**config.mk**
```make
export PLATFORM = sky130hd
export DESIGN_NAME = serial_tx
export DESIGN_NICKNAME = d
export VERILOG_FILES = /design/src/rtl/serial_pkg.sv /design/src/rtl/bit_timer.sv /design/src/rtl/serial_tx.sv
export SDC_FILE = /design/constraint.sdc
export NUM_CORES = 1
export LEC_CHECK = 0
export BUFFER_PORTS_ARGS = -buffer_cell sky130_fd_sc_hd__buf_2
export CAP_MARGIN = 25
export CORE_MARGIN = 8
export CORE_UTILIZATION = 43
export DETAILED_ROUTE_END_ITERATION = 10
export PLACE_DENSITY_LB_ADDON = 0.08
export SLEW_MARGIN = 25
export SYNTH_ARGS = -nofsm -noshare
export SYNTH_HDL_FRONTEND = slang
export SYNTH_SLANG_ARGS = --single-unit
```
**constraint.sdc**
```tcl
create_clock -name clk -period 2 [get_ports clk]
set_input_delay 0.5 -clock clk [delete_from_list [all_inputs] [get_ports clk]]
set_output_delay 0.5 -clock clk [all_outputs]
set_load 0.02 [all_outputs]
```
**src/rtl/serial_pkg.sv**
```systemverilog
// Shared serial-link definitions.
// Holds the frame state encoding and its width so that the transmitter and the
// future receiver decode the same states.
package serial_pkg;

  localparam int unsigned StateW = 3;

  typedef enum logic [StateW-1:0] {
    StIdle   = 3'd0,
    StStart  = 3'd1,
    StData   = 3'd2,
    StParity = 3'd3,
    StStop   = 3'd4
  } serial_state_e;

endpackage

```
**src/rtl/bit_timer.sv**
```systemverilog
// Bit-period timer.
// Counts clock cycles within one serial bit and pulses bit_end on the last cycle
// of each bit. The count wraps to 0 after CLKS_PER_BIT-1.
// Ports:
//   clk      - clock, rising edge
//   rst      - synchronous active-high reset
//   restart  - hold the count at 0 (used while the line is idle)
//   bit_end  - high during the last cycle of the current bit
module bit_timer #(
  parameter int unsigned CLKS_PER_BIT = 4
) (
  input  logic clk,
  input  logic rst,
  input  logic restart,
  output logic bit_end
);

  localparam int unsigned CntW = $clog2(CLKS_PER_BIT) + 1;
  localparam logic [CntW-1:0] CntLast = CntW'(CLKS_PER_BIT - 1);

  logic [CntW-1:0] cnt_q, cnt_d;

  assign bit_end = (cnt_q == CntLast);

  always_comb begin
    cnt_d = cnt_q + 1'b1;
    if (restart || bit_end) begin
      cnt_d = '0;
    end
  end

  always_ff @(posedge clk) begin
    if (rst) begin
      cnt_q <= '0;
    end else begin
      cnt_q <= cnt_d;
    end
  end

endmodule

```
**src/rtl/serial_tx.sv**
```systemverilog
// Asynchronous-serial transmitter.
// Sends one frame per accepted word: start bit (0), DATA_W data bits LSB first,
// optional even-parity bit, stop bit (1). Each bit lasts CLKS_PER_BIT cycles.
// Ports:
//   clk      - clock, rising edge
//   rst      - synchronous active-high reset; aborts any frame in progress
//   tx_data  - payload, captured on acceptance
//   tx_valid - payload valid; accepted when tx_ready is high
//   tx_ready - idle and able to accept a frame
//   tx_out   - registered serial line, idle high
//   tx_busy  - frame in progress (inverse of tx_ready)
//   tx_done  - one-cycle pulse in the first idle cycle after a frame
module serial_tx
  import serial_pkg::*;
#(
  parameter int unsigned CLKS_PER_BIT = 4,
  parameter int unsigned DATA_W       = 8,
  parameter int unsigned PARITY_EN    = 0
) (
  input  logic              clk,
  input  logic              rst,
  input  logic [DATA_W-1:0] tx_data,
  input  logic              tx_valid,
  output logic              tx_ready,
  output logic              tx_out,
  output logic              tx_busy,
  output logic              tx_done
);

  localparam int unsigned IdxW = $clog2(DATA_W);
  localparam logic [IdxW-1:0] IdxLast = IdxW'(DATA_W - 1);

  serial_state_e     state_q, state_d;
  logic [DATA_W-1:0] shift_q, shift_d;
  logic [IdxW-1:0]   idx_q, idx_d;
  logic              parity_q, parity_d;
  logic              out_q, out_d;
  logic              done_q, done_d;
  logic              bit_end;

  bit_timer #(
    .CLKS_PER_BIT(CLKS_PER_BIT)
  ) u_bit_timer (
    .clk    (clk),
    .rst    (rst),
    .restart(state_q == StIdle),
    .bit_end(bit_end)
  );

  assign tx_ready = (state_q == StIdle);
  assign tx_busy  = ~tx_ready;
  assign tx_out   = out_q;
  assign tx_done  = done_q;

  // out_d is the line level for the state being entered, so tx_out is a pure flop.
  always_comb begin
    state_d  = state_q;
    shift_d  = shift_q;
    idx_d    = idx_q;
    parity_d = parity_q;
    out_d    = out_q;
    done_d   = 1'b0;
    unique case (state_q)
      StIdle: begin
        out_d = 1'b1;
        if (tx_valid) begin
          state_d  = StStart;
          shift_d  = tx_data;
          parity_d = ^tx_data;
          idx_d    = '0;
          out_d    = 1'b0;
        end
      end
      StStart: begin
        if (bit_end) begin
          state_d = StData;
          out_d   = shift_q[0];
        end
      end
      StData: begin
        if (bit_end) begin
          if (idx_q == IdxLast) begin
            idx_d = '0;
            if (PARITY_EN != 0) begin
              state_d = StParity;
              out_d   = parity_q;
            end else begin
              state_d = StStop;
              out_d   = 1'b1;
            end
          end else begin
            idx_d   = idx_q + 1'b1;
            shift_d = shift_q >> 1;
            out_d   = shift_q[1];
          end
        end
      end
      StParity: begin
        if (bit_end) begin
          state_d = StStop;
          out_d   = 1'b1;
        end
      end
      StStop: begin
        if (bit_end) begin
          state_d = StIdle;
          out_d   = 1'b1;
          done_d  = 1'b1;
        end
      end
      default: begin
        state_d = StIdle;
        out_d   = 1'b1;
      end
    endcase
  end

  always_ff @(posedge clk) begin
    if (rst) begin
      state_q  <= StIdle;
      shift_q  <= '0;
      idx_q    <= '0;
      parity_q <= 1'b0;
      out_q    <= 1'b1;
      done_q   <= 1'b0;
    end else begin
      state_q  <= state_d;
      shift_q  <= shift_d;
      idx_q    <= idx_d;
      parity_q <= parity_d;
      out_q    <= out_d;
      done_q   <= done_d;
    end
  end

endmodule

```
After elaboration in Yosys (flattened, before gate mapping)
Cells that the tools add are included.
Word-level totals
  bits in read-only memories: 0
  flip-flop bits (word level): 19
  RAM bits: 0
  memories kept: 0
  latch bits: 0
Cells by class
  shift-type cells: 0
  bitwise operators: 2
  reductions and logical operators: 10
  multiplexer cells: 22
  add/sub/neg operators: 2
  $lt $le $gt $ge: 0
  multipliers: 0
  eq/ne operators: 14
  divide/modulo/power cells: 0
Operators with widths (number)
  $mux W3: 9
  $mux W8: 3
  $pmux W8 S2: 1
  $pmux W3 S5: 1
  $ne A2 B1 Y1 const B: 5
  $eq A3 B2 Y1 const B: 3
  $add A3 B1 Y3 const B: 2
  $eq A3 B3 Y1 const B: 2
  $mux W1: 6
  $ne A2 B2 Y1 const B: 3
  $pmux W3 S2: 1
  $reduce_and A3 Y1: 2
  $reduce_and A6 Y1: 1
  $reduce_or A2 Y1: 3
  $pmux W1 S4: 1
  $reduce_and A4 Y1: 1
  $eq A3 B1 Y1 const B: 1
  $logic_not A3 Y1: 1
  $not A1 Y1: 2
  $reduce_bool A2 Y1: 1
  $logic_or A1 B1 Y1: 1

Logic depth before layout (Yosys ltp)
  depth in word-level cells: 4
  mapped depth: 6
  gate-level depth less buffers: 5

Cells and area by module
A second synthesis with hierarchy kept.
Second synthesis, totals
  cell total of the unflattened synthesis: 109
  area, all modules: 1023.5 sq um
Modules (own cells, without submodules)
  serial_tx: cells each 100, area an instance 907.1 sq um, instances 1
  bit_timer: cells each 9, area an instance 116.4 sq um, instances 1

Worst setup path after synthesis
Ideal clock, no wire load.
  path kind: register to output
  start: reg state_q[2]
  end: out tx_busy
  path buffers: 1
  setup slack: 0.153 ns
  data required time: 1.500 ns
  stages on the path, launching flop included: 4
  data arrival time: 1.347 ns
  cells stage by stage: dfxtp_1 buf_6 nor3_1 inv_1
On the way
  word-level cells in the longest chain between the ends: 2
Ends and longest elaborated chain
  start, declared: RTL line serial_tx.sv:33  | serial_state_e state_q, state_d;
  start signal, assigned: RTL line serial_tx.sv:120  | state_q <= StIdle;
  start signal, assigned: RTL line serial_tx.sv:127  | state_q <= state_d;
  $logic_not A3 Y1: RTL line serial_tx.sv:50  | assign tx_ready = (state_q == StIdle);
  net tx_ready: RTL line serial_tx.sv:24  | output logic tx_ready,
  $not A1 Y1: RTL line serial_tx.sv:51  | assign tx_busy = ~tx_ready;
  end, declared: RTL line serial_tx.sv:26  | output logic tx_busy,
The timed path passes the listed nets, and every way through them passes these cells.

Final worst setup path
  start: reg state_q[0]
  end: out tx_ready
On the way
  word-level cells in the longest chain between the ends: 1
Ends and longest elaborated chain (RTL line)
  $logic_not A3 Y1: serial_tx.sv:50
  end, declared: serial_tx.sv:24
No other way between the ends.

==> results_dict.tcl <==
set metrics [dict create \
    start_util_pct 44.3 \
    die_area_mm2 0.00434 \
    outcome "complete, no violations" \
    place_hpwl_um 1580 \
    fin_crit_ns 1.89 \
    ys_seq_area_share_pct 35.6 \
    clockRootBuffer "clkbuf_4" \
    syn_inst 103 \
    p_leak_uw 0.000450 \
    cts_tree "yes" \
    fmax_mhz 530 \
    htreeDepth 1 \
    critPathSlowestCell "dfxtp_1" \
    antenna_cells 0 \
    ir_drop_uv 304 \
    ant_nets 0 \
    synth_seq_cells 19 \
    ys_types 32 \
    port-buffer-count 14 \
    stdcell_count 148 \
    cts_sinks 19 \
    grt_pass1_vias 797 \
    synth-edff-count 0 \
    layout-drive-gt1-share_pct 30.5 \
    cp_data_arrival_time_ns 1.39 \
    yosysTopAreaCellShare_pct 35.6 \
    crit_chain "nor3_1 -> buf_2" \
    rsz0062_at_grt "false" \
    antenna_found_initial 0 \
    async_reset_ff_share_pct 0 \
    drt-initial-drc-count 19 \
    layout_commonest_cell "dfxtp_1" \
    insertion_delay_ns 0.30 \
    cp.required_ns 1.50 \
    nets 135 \
    power_density_mw_per_mm2 602 \
    fp.dieH_um 65.9 \
    die_x_um 65.9 \
    finalHoldViolCount 0 \
    crit_type "flop to primary output" \
    yosys_warnings 0 \
    n_fill_cell 247 \
    fin_tns_setup_ns 0 \
    max_cap_viol_count 0 \
    grt_max_degree 19 \
    syn2layout_area_growth_pct 10.4 \
    syn_avg_cell_area_um2 10.4 \
    hold_class "flop to flop" \
    place_ws_ns 0.266 \
    core_mm2 0.00241 \
    gp_congestion 0.704 \
    synthTopCellsByArea "dfxtp_1, mux2i_1, a211oi_2" \
    cp_top_family "flip-flops" \
    holdBufCountCts 0 \
    most-common-layout-cells "dfxtp_1, buf_2, mux2i_1" \
    power_uw 710 \
    clock_skew_ns 0.00245 \
    io_pins 15 \
    cts_buffers 3 \
    cp-start-kind "flop" \
    clockBufferDepth 2 \
    grt_overflow 0 \
    crit_path_max_fanout 15 \
    synth_area_mm2 0.00107 \
    route.final.wire_length_um 2230 \
    ys.flop_type "dfxtp_1" \
    routed_via_density 5.40 \
    tightestPinTransition_ns 0.549 \
    post_drt_wl_per_cell_um 15.1 \
    cts.repair.resized 0 \
    drv_slew 0 \
    slew_headroom_pct 63.3 \
    drtPass1Iterations 5 \
    cts_setup_buffers 0 \
    fp-row-count 18 \
    route.detailed.drc 0 \
    endpoint_kind "primary output" \
    setup_violations 0 \
    synth_nets 119 \
    synth_area_leader_cell "dfxtp_1" \
    utilization_pct 49.0 \
    max_stage_delay_ns 0.49 \
    grt_pass1_wl_um 3670 \
    finalWorstSetupSlack_ns 0.113 \
    place_inst 144 \
    clk_pin_slew_ns 0.11 \
    post-route-period-util_pct 94.3 \
    crit_buf_inv 1 \
    track_usage_pct 10.8 \
    via_count 799 \
]
Yosys cell counts, types with 2 or more instances:
master    number
buf_4          4
a21oi_1        5
nor3_1         3
clkbuf_1       2
a211oi_2       7
buf_6          2
ha_1           5
dfxtp_1       19
mux2i_1       10
o21ai_0        6
inv_1          3
nor2_1         7
nor3b_1        3
a211oi_1       7
nor4b_1        2
and3b_1        2
sequential cells by signal (all words and copies together), names as in the netlist:
register / count
idx_q: 3
shift_q: 8
state_q: 3
tx_done: 1
tx_out: 1
u_bit_timer.cnt_q: 3
stage by stage:
step                area (um2)  hold slack [ns]
floorplan                 1070            0.399
global placement          1150            0.409
detailed placement        1150            0.421
CTS                       1180            0.436
global route              1180            0.451
finish                    1180            0.431
area by class of cell:
cell class / instances / area [um2] / share of cell area [%]
Multi-Input combinational cell: 73 / 617 / 52.3
Timing Repair Buffer: 19 / 108 / 9.12
Sequential cell: 19 / 380 / 32.2
Inverter: 3 / 11.3 / 0.954
Clock buffer: 4 / 26.3 / 2.23
Tap cell: 30 / 37.5 / 3.18
cell families (layout without fill, tap and decap cells):
group                      after synthesis  count (layout)  share of synthesized area [%]
AOI/OAI and AO/OA                       28              28                           20.8
adders and majority gates                5               5                           5.85
buffers and inverters                   11              26                           6.67
DFF                                     19              19                           35.6
muxes                                   11              11                           10.4
and+or+nand+nor                         29              29                           20.6
worst paths after layout:
path                                      startpoint              endpoint  slack (ns)  cells past startpoint
worst min-delay path            u_bit_timer.cnt_q[0]  u_bit_timer.cnt_q[0]        0.43                      1
worst max-delay path                      state_q[0]              tx_ready        0.11                      2
worst max register to register  u_bit_timer.cnt_q[0]            shift_q[7]        0.25                      5
worst min register to register  u_bit_timer.cnt_q[0]  u_bit_timer.cnt_q[0]        0.43                      1
where the power goes:
| group | internal [uW] | switching (uW) |
|---|---|---|
| registers | 397 | 16.0 |
| logic | 45.3 | 52.3 |
| clock network | 77.7 | 122 |
| total | 520 | 190 |
per-layer routing:
layer / global-route usage, % / up-vias / part of all wire, %
li1: - / 418 / -
met2: 16.9 / 14 / 46
met3: 2.88 / 5 / 4.7
met1: 13.2 / 362 / 48
met4: 5.72 / 0 / 1.9
met5: 0 / - / 0
No activity file was read; power rests on OpenSTA's default activity.
